**config.mk**
```make
export PLATFORM = sky130hd
export DESIGN_NAME = ws2812_rx
export DESIGN_NICKNAME = d
export VERILOG_FILES = /design/src/rtl/ws2812_pkg.sv /design/src/rtl/ws2812_din_sync.sv /design/src/rtl/ws2812_rx.sv
export SDC_FILE = /design/constraint.sdc
export NUM_CORES = 1
export LEC_CHECK = 0
export CORE_AREA = 2 2 112 114
export DETAILED_ROUTE_END_ITERATION = 10
export DIE_AREA = 0 0 114 116
export PLACE_DENSITY = 0.74
export SLEW_MARGIN = 20
export SYNTH_ARGS = -nofsm -noshare
export SYNTH_HDL_FRONTEND = slang
export SYNTH_SLANG_ARGS = --single-unit
```
**constraint.sdc**
```tcl
create_clock -name clk_i -period 5.3 [get_ports clk_i]
set_clock_uncertainty 0.15 [all_clocks]
set_input_delay 1.06 -clock clk_i [delete_from_list [all_inputs] [get_ports clk_i]]
set_output_delay 1.06 -clock clk_i [all_outputs]
set_load 0.05 [all_outputs]
```
**src/rtl/ws2812_pkg.sv**
```systemverilog
// rtl/ws2812_pkg.sv - shared types and constants for the WS2812 receiver
package ws2812_pkg;

   typedef enum logic [1:0] {
      SYNC = 2'd0,
      LOW  = 2'd1,
      HIGH = 2'd2
   } state_e;

   localparam logic [1:0] ERR_GLITCH  = 2'b01;
   localparam logic [1:0] ERR_PARTIAL = 2'b10;
   localparam logic [1:0] ERR_STUCK   = 2'b11;

   localparam int BITS_PER_LED = 24;

endpackage

```
**src/rtl/ws2812_din_sync.sv**
```systemverilog
// rtl/ws2812_din_sync.sv - two-flop synchroniser and edge detect for the data line
module ws2812_din_sync (
   input  logic clk_i,
   input  logic reset_i,
   input  logic din_i,
   output logic level_o,
   output logic rise_o,
   output logic fall_o
);

   logic meta_q;
   logic sync_q;
   logic prev_q;

   // Bring din into the clock domain and keep one extra sample for edges
   always_ff @(posedge clk_i or posedge reset_i) begin
      if (reset_i) begin
         meta_q <= 1'b0;
         sync_q <= 1'b0;
         prev_q <= 1'b0;
      end else begin
         meta_q <= din_i;
         sync_q <= meta_q;
         prev_q <= sync_q;
      end
   end

   assign level_o = sync_q;
   assign rise_o  = sync_q & ~prev_q;
   assign fall_o  = ~sync_q & prev_q;

endmodule

```
**src/rtl/ws2812_rx.sv**
```systemverilog
// rtl/ws2812_rx.sv - WS2812 single-wire stream decoder with frame and error reporting
module ws2812_rx
   import ws2812_pkg::*;
#(
   parameter int BIT_THRESH   = 30,
   parameter int MIN_HIGH     = 5,
   parameter int MAX_HIGH     = 100,
   parameter int RESET_CYCLES = 2500
) (
   input  logic        clk_i,
   input  logic        reset_i,
   input  logic        din_i,
   output logic [23:0] colour_o,
   output logic [7:0]  led_index_o,
   output logic        colour_valid_o,
   output logic        frame_done_o,
   output logic [7:0]  pixel_count_o,
   output logic        err_o,
   output logic [1:0]  err_code_o,
   output logic        ready_o
);

   localparam int            CW       = $clog2(RESET_CYCLES + 1);
   localparam logic [CW-1:0] GAP_C    = CW'(RESET_CYCLES);
   localparam logic [CW-1:0] THRESH_C = CW'(BIT_THRESH);
   localparam logic [CW-1:0] MIN_C    = CW'(MIN_HIGH);
   localparam logic [CW-1:0] MAX_C    = CW'(MAX_HIGH);
   localparam logic [4:0]    LAST_BIT = 5'(BITS_PER_LED - 1);

   logic s;
   logic rise;
   logic fall;

   ws2812_din_sync u_sync (
      .clk_i   (clk_i),
      .reset_i (reset_i),
      .din_i   (din_i),
      .level_o (s),
      .rise_o  (rise),
      .fall_o  (fall)
   );

   state_e        state_q;
   logic [CW-1:0] lo_cnt_q;
   logic [CW-1:0] hi_cnt_q;
   logic [4:0]    bit_cnt_q;
   logic [7:0]    idx_q;
   logic [23:0]   shift_q;
   logic [23:0]   colour_q;
   logic [7:0]    led_index_q;
   logic          colour_valid_q;
   logic          frame_done_q;
   logic [7:0]    pixel_count_q;
   logic          err_q;
   logic [1:0]    err_code_q;
   logic          ready_q;

   logic [CW-1:0] hi_width_d;
   logic          bit_d;
   logic [23:0]   word_d;

   // Width of the pulse ending now counts its first high cycle as well
   always_comb begin
      hi_width_d = (hi_cnt_q == '1) ? hi_cnt_q : hi_cnt_q + CW'(1);
      bit_d      = (hi_width_d >= THRESH_C);
      word_d     = {shift_q[22:0], bit_d};
   end

   // Decoder FSM: counters, shift register and all registered outputs
   always_ff @(posedge clk_i or posedge reset_i) begin
      if (reset_i) begin
         state_q        <= SYNC;
         lo_cnt_q       <= '0;
         hi_cnt_q       <= '0;
         bit_cnt_q      <= '0;
         idx_q          <= '0;
         shift_q        <= '0;
         colour_q       <= '0;
         led_index_q    <= '0;
         colour_valid_q <= 1'b0;
         frame_done_q   <= 1'b0;
         pixel_count_q  <= '0;
         err_q          <= 1'b0;
         err_code_q     <= 2'b00;
         ready_q        <= 1'b0;
      end else begin
         colour_valid_q <= 1'b0;
         frame_done_q   <= 1'b0;
         err_q          <= 1'b0;
         case (state_q)
            SYNC: begin
               if (s) begin
                  lo_cnt_q <= '0;
               end else if (lo_cnt_q >= GAP_C - CW'(1)) begin
                  // A full gap seen: the gap that got us here must not fire again
                  state_q   <= LOW;
                  ready_q   <= 1'b1;
                  lo_cnt_q  <= GAP_C;
                  bit_cnt_q <= '0;
                  idx_q     <= '0;
               end else begin
                  lo_cnt_q <= lo_cnt_q + CW'(1);
               end
            end
            LOW: begin
               if (rise) begin
                  hi_cnt_q <= '0;
                  state_q  <= HIGH;
               end else if (lo_cnt_q != GAP_C) begin
                  lo_cnt_q <= lo_cnt_q + CW'(1);
                  // Saturation makes this fire once per low period
                  if (lo_cnt_q == GAP_C - CW'(1)) begin
                     if (bit_cnt_q != '0) begin
                        err_q      <= 1'b1;
                        err_code_q <= ERR_PARTIAL;
                     end
                     if (idx_q != '0) begin
                        frame_done_q  <= 1'b1;
                        pixel_count_q <= idx_q;
                     end
                     idx_q     <= '0;
                     bit_cnt_q <= '0;
                  end
               end
            end
            HIGH: begin
               if (fall) begin
                  state_q  <= LOW;
                  lo_cnt_q <= CW'(1);
                  if (hi_width_d < MIN_C) begin
                     err_q      <= 1'b1;
                     err_code_q <= ERR_GLITCH;
                  end else if (bit_cnt_q == LAST_BIT) begin
                     shift_q        <= word_d;
                     colour_q       <= word_d;
                     led_index_q    <= idx_q;
                     colour_valid_q <= 1'b1;
                     bit_cnt_q      <= '0;
                     if (idx_q != 8'hFF) begin
                        idx_q <= idx_q + 8'd1;
                     end
                  end else begin
                     shift_q   <= word_d;
                     bit_cnt_q <= bit_cnt_q + 5'd1;
                  end
               end else if (hi_cnt_q >= MAX_C) begin
                  // Line held high too long: drop everything and re-sync
                  err_q      <= 1'b1;
                  err_code_q <= ERR_STUCK;
                  state_q    <= SYNC;
                  ready_q    <= 1'b0;
                  lo_cnt_q   <= '0;
                  bit_cnt_q  <= '0;
                  idx_q      <= '0;
               end else if (hi_cnt_q != '1) begin
                  hi_cnt_q <= hi_cnt_q + CW'(1);
               end
            end
            default: begin
               state_q <= SYNC;
               ready_q <= 1'b0;
            end
         endcase
      end
   end

   assign colour_o       = colour_q;
   assign led_index_o    = led_index_q;
   assign colour_valid_o = colour_valid_q;
   assign frame_done_o   = frame_done_q;
   assign pixel_count_o  = pixel_count_q;
   assign err_o          = err_q;
   assign err_code_o     = err_code_q;
   assign ready_o        = ready_q;

endmodule

```
Yosys cells after proc, flatten, opt, wreduce, memory -nomap -nowiden

Cells that the tools add are included.

Add/subtract/negate cells: 4
Order comparisons: 4
Eq/ne operators: 24
Multiplexer cells: 70
Bitwise gates (word level): 7
Reduce and logical (&&, ||, !) cells: 15

Operators with widths:

| cell                  | number |
|---|---|
| $mux 12               | 11 |
| $mux 8                | 10 |
| $mux 5                | 9 |
| $pmux 12 s3           | 1 |
| $add 12x1->12 const B | 2 |
| $eq 12x12->1 const B  | 2 |
| $mux 2                | 12 |
| $ne 12x12->1 const B  | 2 |
| $pmux 12 s2           | 1 |
| $pmux 8 s3            | 1 |
| $ne 2x2->1 const B    | 11 |
| $mux 1                | 20 |
| $ne 3x3->1 const B    | 5 |
| $pmux 5 s3            | 1 |
| $reduce_and 5->1      | 3 |
| $ge 12x12->1 const B  | 1 |
| $ge 12x5->1 const B   | 1 |
| $ge 12x7->1 const B   | 1 |
| $lt 12x3->1 const B   | 1 |
| $reduce_and 4->1      | 3 |
| $reduce_and 10->1     | 1 |
| $add 8x1->8 const B   | 1 |
| $ne 8x8->1 const B    | 1 |
| $reduce_and 8->1      | 1 |
| other kinds (17)      | 22 |

Bits in registers: 111
Input bits: 3
Output and inout port bits: 46
Word-level logic and storage cells: 141

Longest topological paths before layout

Depth after elaboration: 6
Mapped depth: 10
Mapped depth without buffers: 9

Cells and area by module

Synthesis repeated with hierarchy kept, for this count alone.

Cells, all modules: 482
Area total of the unflattened synthesis: 5,390.2 µm²

By module, submodules not included:

| module          | instances | cells an instance | area an instance (µm²) | sequential area each (µm²) |
|---|---|---|---|---|
| ws2812_rx       | 1         | 476               | 5,296.3                | 2,702.6 |
| ws2812_din_sync | 1         | 6                 | 93.8                   | 75.1 |

Worst setup path before layout

No wires, ideal clock.

Path type: reg2reg
From: register hi_cnt_q[0]
To: register shift_q[10]
Arrival: 2.634 ns
Path slack: 2.392 ns
Stages on the path, launching flop included: 11
Path buffers: 1
Clock period less this slack: 2.908 ns
Cell sequence: dfrtp_1 -> inv_1 -> ha_1 -> nand2b_1 -> maj3_1 -> o21ai_0 -> o2111ai_1 -> or2_2 -> nand2_1 -> buf_2 -> mux2_2

Cells in the longest elaborated chain, start to end: 5
Elaborated cells on any way between the ends: 6
Those cells by class: 1 x add/sub; 1 x order compare; 1 x eq/ne; 1 x mux; 1 x bitwise; 1 x reduce/logical

Ends and longest elaborated chain:

| item                                                 | line             | RTL |
|---|---|---|
| start, declared                                      | ws2812_rx.sv:45  | `logic [CW-1:0] hi_cnt_q;` |
| start signal, assigned                               | ws2812_rx.sv:156 | `hi_cnt_q <= hi_cnt_q + CW'(1);` |
| $add 12x1->12 / $eq 12x12->1 (equally long branches) | ws2812_rx.sv:64  | `hi_width_d = (hi_cnt_q == '1) ? hi_cnt_q : hi_cnt_q + CW'(1);` |
| $mux 12 *                                            | ws2812_rx.sv:64  |  |
| $lt 12x3->1 *                                        | ws2812_rx.sv:130 | `if (hi_width_d < MIN_C) begin` |
| $not 1->1 (no source line) *                         | -                |  |
| $reduce_and 3->1 (no source line) *                  | -                |  |
| end signal, assigned                                 | ws2812_rx.sv:134 | `shift_q <= word_d;` |
| end signal, assigned                                 | ws2812_rx.sv:143 | `shift_q <= word_d;` |
| end, declared                                        | ws2812_rx.sv:48  | `logic [23:0] shift_q;` |

Every way passes the cells marked *; elsewhere a longest branch is shown, timed or not.
A chain may end at the register's enable or synchronous reset.

Final worst setup path

From: register hi_cnt_q[0]
To: register shift_q[2]

Same word-level chain as after synthesis.

==> summary.txt <==
Setup path
  • Critical path peak fanout: 25
  • Critical path class: flop to flop
  • WP data arrival: around 3.7 ns
  • CP required: around 5.4 ns
  • Worst setup EP type: flop
  • Crit start category: flop

Hold path
  • Worst min-delay path category: flop to flop

Synth
  • Seq/Total Area, Yosys: between 50 and 60%
  • Mapped Cells: between 400 and 500
  • Synth warnings: 0
  • Post-synth EDFFs: 0
  • Most used DFF post-synth: dfrtp_1
  • Syn avg cell area: approximately 11 sq um
  • Asr flop ratio synth: between 90% and 100%
  • Post-synth cell types: 55
  • Yosys reg bits: between 100 and 150
  • Post-synthesis net count: slightly below 500
  • Mapped cell area: between 5000 and 6000 sq um

Placement
  • Placed instance area: ~5900 sq um
  • PortBufs: 48
  • GP Congestion: ~0.85
  • Half-perimeter wire length after placement: between 7000 and 8000 um

Flow run
  • Number of max-cap violations: 0

Timing
  • Total negative setup slack: 0 ns
  • Minimum clock period: between 3 and 4 ns
  • RSZ-0062 raised after global routing: false
  • Fmax: 276 MHz
  • Slew @ Worst Pin: approximately 1.0 ns
  • Pins Over Slew Limit: 0
  • Rel. slew slack: about a third
  • Hold_ws: 0.201 ns
  • Final worst path period share: approximately 70%
  • Setup violators final: 0
  • Hold Fails Final Rpt: 0

CTS
  • Cts repair resizes: 0
  • Hold_buf cts: 0
  • CTS max path bufs: 2
  • CTS sink cnt: about 110
  • CTS tree: built
  • Clock Pin Slew Worst Setup and Hold Paths: around 0.07 ns
  • Skew-Pair Late Insertion Delay: ~0.36 ns
  • Post-CTS setup buffer count: 0
  • CTS buffer count: 9
  • H-tree depth: 3
  • Clock Root Buffer: clkbuf_16

Die
  • I/O pin count: slightly below 50
  • Initial Utilization: ~44%
  • Site Rows: 40
  • Die area: approximately 13000 sq um
  • Die width: ~110 um
  • Core area: around 12000 sq um
  • Die Ht: about 120 um

Power and ir drop
  • Lkg Pwr: around 0.0029 uW
  • Pwr dens: roughly 260 nW/um^2
  • Overall power: 1610 uW
  • Peak supply drop: between 0.0001 and 0.00015 V

Finish
  • Layout Nets: around 540
  • Diodes inserted: 0
  • Layout area overhead: 17.9%
  • Layout cells sized above 1: approximately 17%
  • Post-route cell area: 6240 sq um
  • # fillers: roughly 1100

Route
  • Drt total wl: roughly 11000 um
  • WL per Instance: between 15 and 20 um
  • DRC Markers: 0
  • Routed vias/inst: approximately 5.7
  • Via count: ~3900
  • Pre-antenna DRT Iters: 4
  • Iter 0 DRT Violations: 189
  • Post-route ant nets: 0

GRT
  • Number of global-route vias before repair: approximately 3800
  • First-pass GRT wire length: 18600 um
  • Initial antenna violation count: 0
  • GRT Total Usage: between 10% and 20%
  • Pin count of the biggest net entering global routing: roughly 60
  • GRT overflow: 0

Status
  • Outcome: complete, no violations
-- cell type report --
| class | instances | area [sq um] | share of cell area (%) |
|---|---|---|---|
| repair buffers | 52 | 510 | 8.19 |
| multi-input cells | 330 | 2360 | 37.9 |
| flip-flops and latches | 111 | 2780 | 44.5 |
| clock buffers | 9 | 225 | 3.61 |
| clock inverters | 7 | 92.6 | 1.48 |
| inverters | 22 | 85.1 | 1.36 |
| well taps | 147 | 184 | 2.95 |
-- power breakdown --
part / switching (uW) / internal, uW / leakage, uW
logic: 24.0 / 7.09 / 0.00121
clock network: 341 / 384 / 0.000158
registers: 3.66 / 849 / 0.00154
-- cells by family after synthesis --
family / share of synthesized area (%)
xor+xnor: 0.993
fa+ha+maj: 3.26
buf+inv: 3.12
compound gates: 11.4
flops: 52.5
simple gates: 15.6
mux: 13.1
-- metrics by stage --
stage	util, %	setup slack, ns	instances
floorplan	-	1.16	480
global placement	49.6	1.94	662
detailed placement	49.6	1.73	662
CTS	52.3	1.70	678
global route	52.4	1.49	678
finish	52.4	1.68	678
-- per-layer routing --
layer / vias up / wire [um] / global-route usage [%]
li1: 1839 / - / -
met1: 1928 / 4810 / 22.8
met2: 87 / 5460 / 29.5
met3: 9 / 427 / 4.65
met4: 0 / 97 / 5.53
met5: - / 0 / 0
-- synth_stat cells, types with 2 or more instances --
| cell type | number | area share (%) |
|---|---|---|
| nor4_1 | 2 | 0.24 |
| nand2b_1 | 5 | 0.59 |
| mux2i_1 | 2 | 0.38 |
| or2_2 | 2 | 0.24 |
| xnor2_1 | 2 | 0.33 |
| nand3_1 | 24 | 2.3 |
| mux2_2 | 60 | 13 |
| dfrtp_1 | 111 | 52 |
| o31ai_1 | 10 | 1.4 |
| or4b_1 | 2 | 0.38 |
| a22oi_1 | 3 | 0.43 |
| a311o_1 | 2 | 0.38 |
| o41ai_1 | 3 | 0.50 |
| and3_1 | 15 | 1.8 |
| and2_1 | 7 | 0.83 |
| nor3_2 | 2 | 0.38 |
| o21ai_0 | 37 | 3.5 |
| nor4b_1 | 3 | 0.50 |
| xor2_1 | 4 | 0.66 |
| nor2_1 | 21 | 1.5 |
| buf_2 | 8 | 0.76 |
| inv_1 | 22 | 1.6 |
| o211a_1 | 2 | 0.38 |
| and4_1 | 2 | 0.33 |
| o32ai_1 | 2 | 0.33 |
| o211ai_1 | 6 | 0.85 |
| nand4_1 | 4 | 0.47 |
| nor3_1 | 10 | 0.95 |
| a21oi_1 | 16 | 1.5 |
| or3_1 | 4 | 0.47 |
| or4_1 | 7 | 0.99 |
| o2111ai_1 | 2 | 0.33 |
| clkbuf_1 | 7 | 0.50 |
| ha_1 | 13 | 3.1 |
| nand2_1 | 38 | 2.7 |
-- sequential cells by signal (all words and copies together) (netlist names), 2 cells and up --
| name | count |
|---|---|
| bit_cnt_q | 5 |
| colour_o | 24 |
| err_code_o | 2 |
| hi_cnt_q | 12 |
| idx_q | 8 |
| led_index_o | 8 |
| lo_cnt_q | 12 |
| pixel_count_o | 8 |
| shift_q | 23 |
| state_q | 2 |
-- worst max-delay path: stages (launching register included) --
cell	delay [ns]
dfrtp_1	0.44
ha_1	0.31
nand3_1	0.18
nor4_1	0.49
xor2_1	0.13
a211o_1	0.32
or2_2	0.32
nand2_1	0.73
mux2_2	0.42
-- layout by cell type, fill, tap and decap left out, types with 13 or more instances in the layout --
cell             Yosys  layout
nand3_1             24      24
and3_1              15      15
a21oi_1             16      16
nor2_1              21      20
inv_1               22      21
ha_1                13      13
clkdlybuf4s50_1      0      48
o21ai_0             37      37
dfrtp_1            111     111
mux2_2              60      60
nand2_1             38      38
-- path summary, 6_finish.rpt --
path | start | to | slack (ns) | cells past startpoint
max | hi_cnt_q[0] | shift_q[2] | 1.68 | 8
min | u_sync.meta_q | u_sync.level_o | 0.20 | 0
max reg2reg | hi_cnt_q[0] | shift_q[2] | 1.68 | 8
min reg2reg | u_sync.meta_q | u_sync.level_o | 0.20 | 0
max in group asynchronous | reset_i | pixel_count_o[7] | 3.13 | 3
min in group asynchronous | reset_i | shift_q[4] | 1.00 | 2
Power figures use the tool's default switching activity.
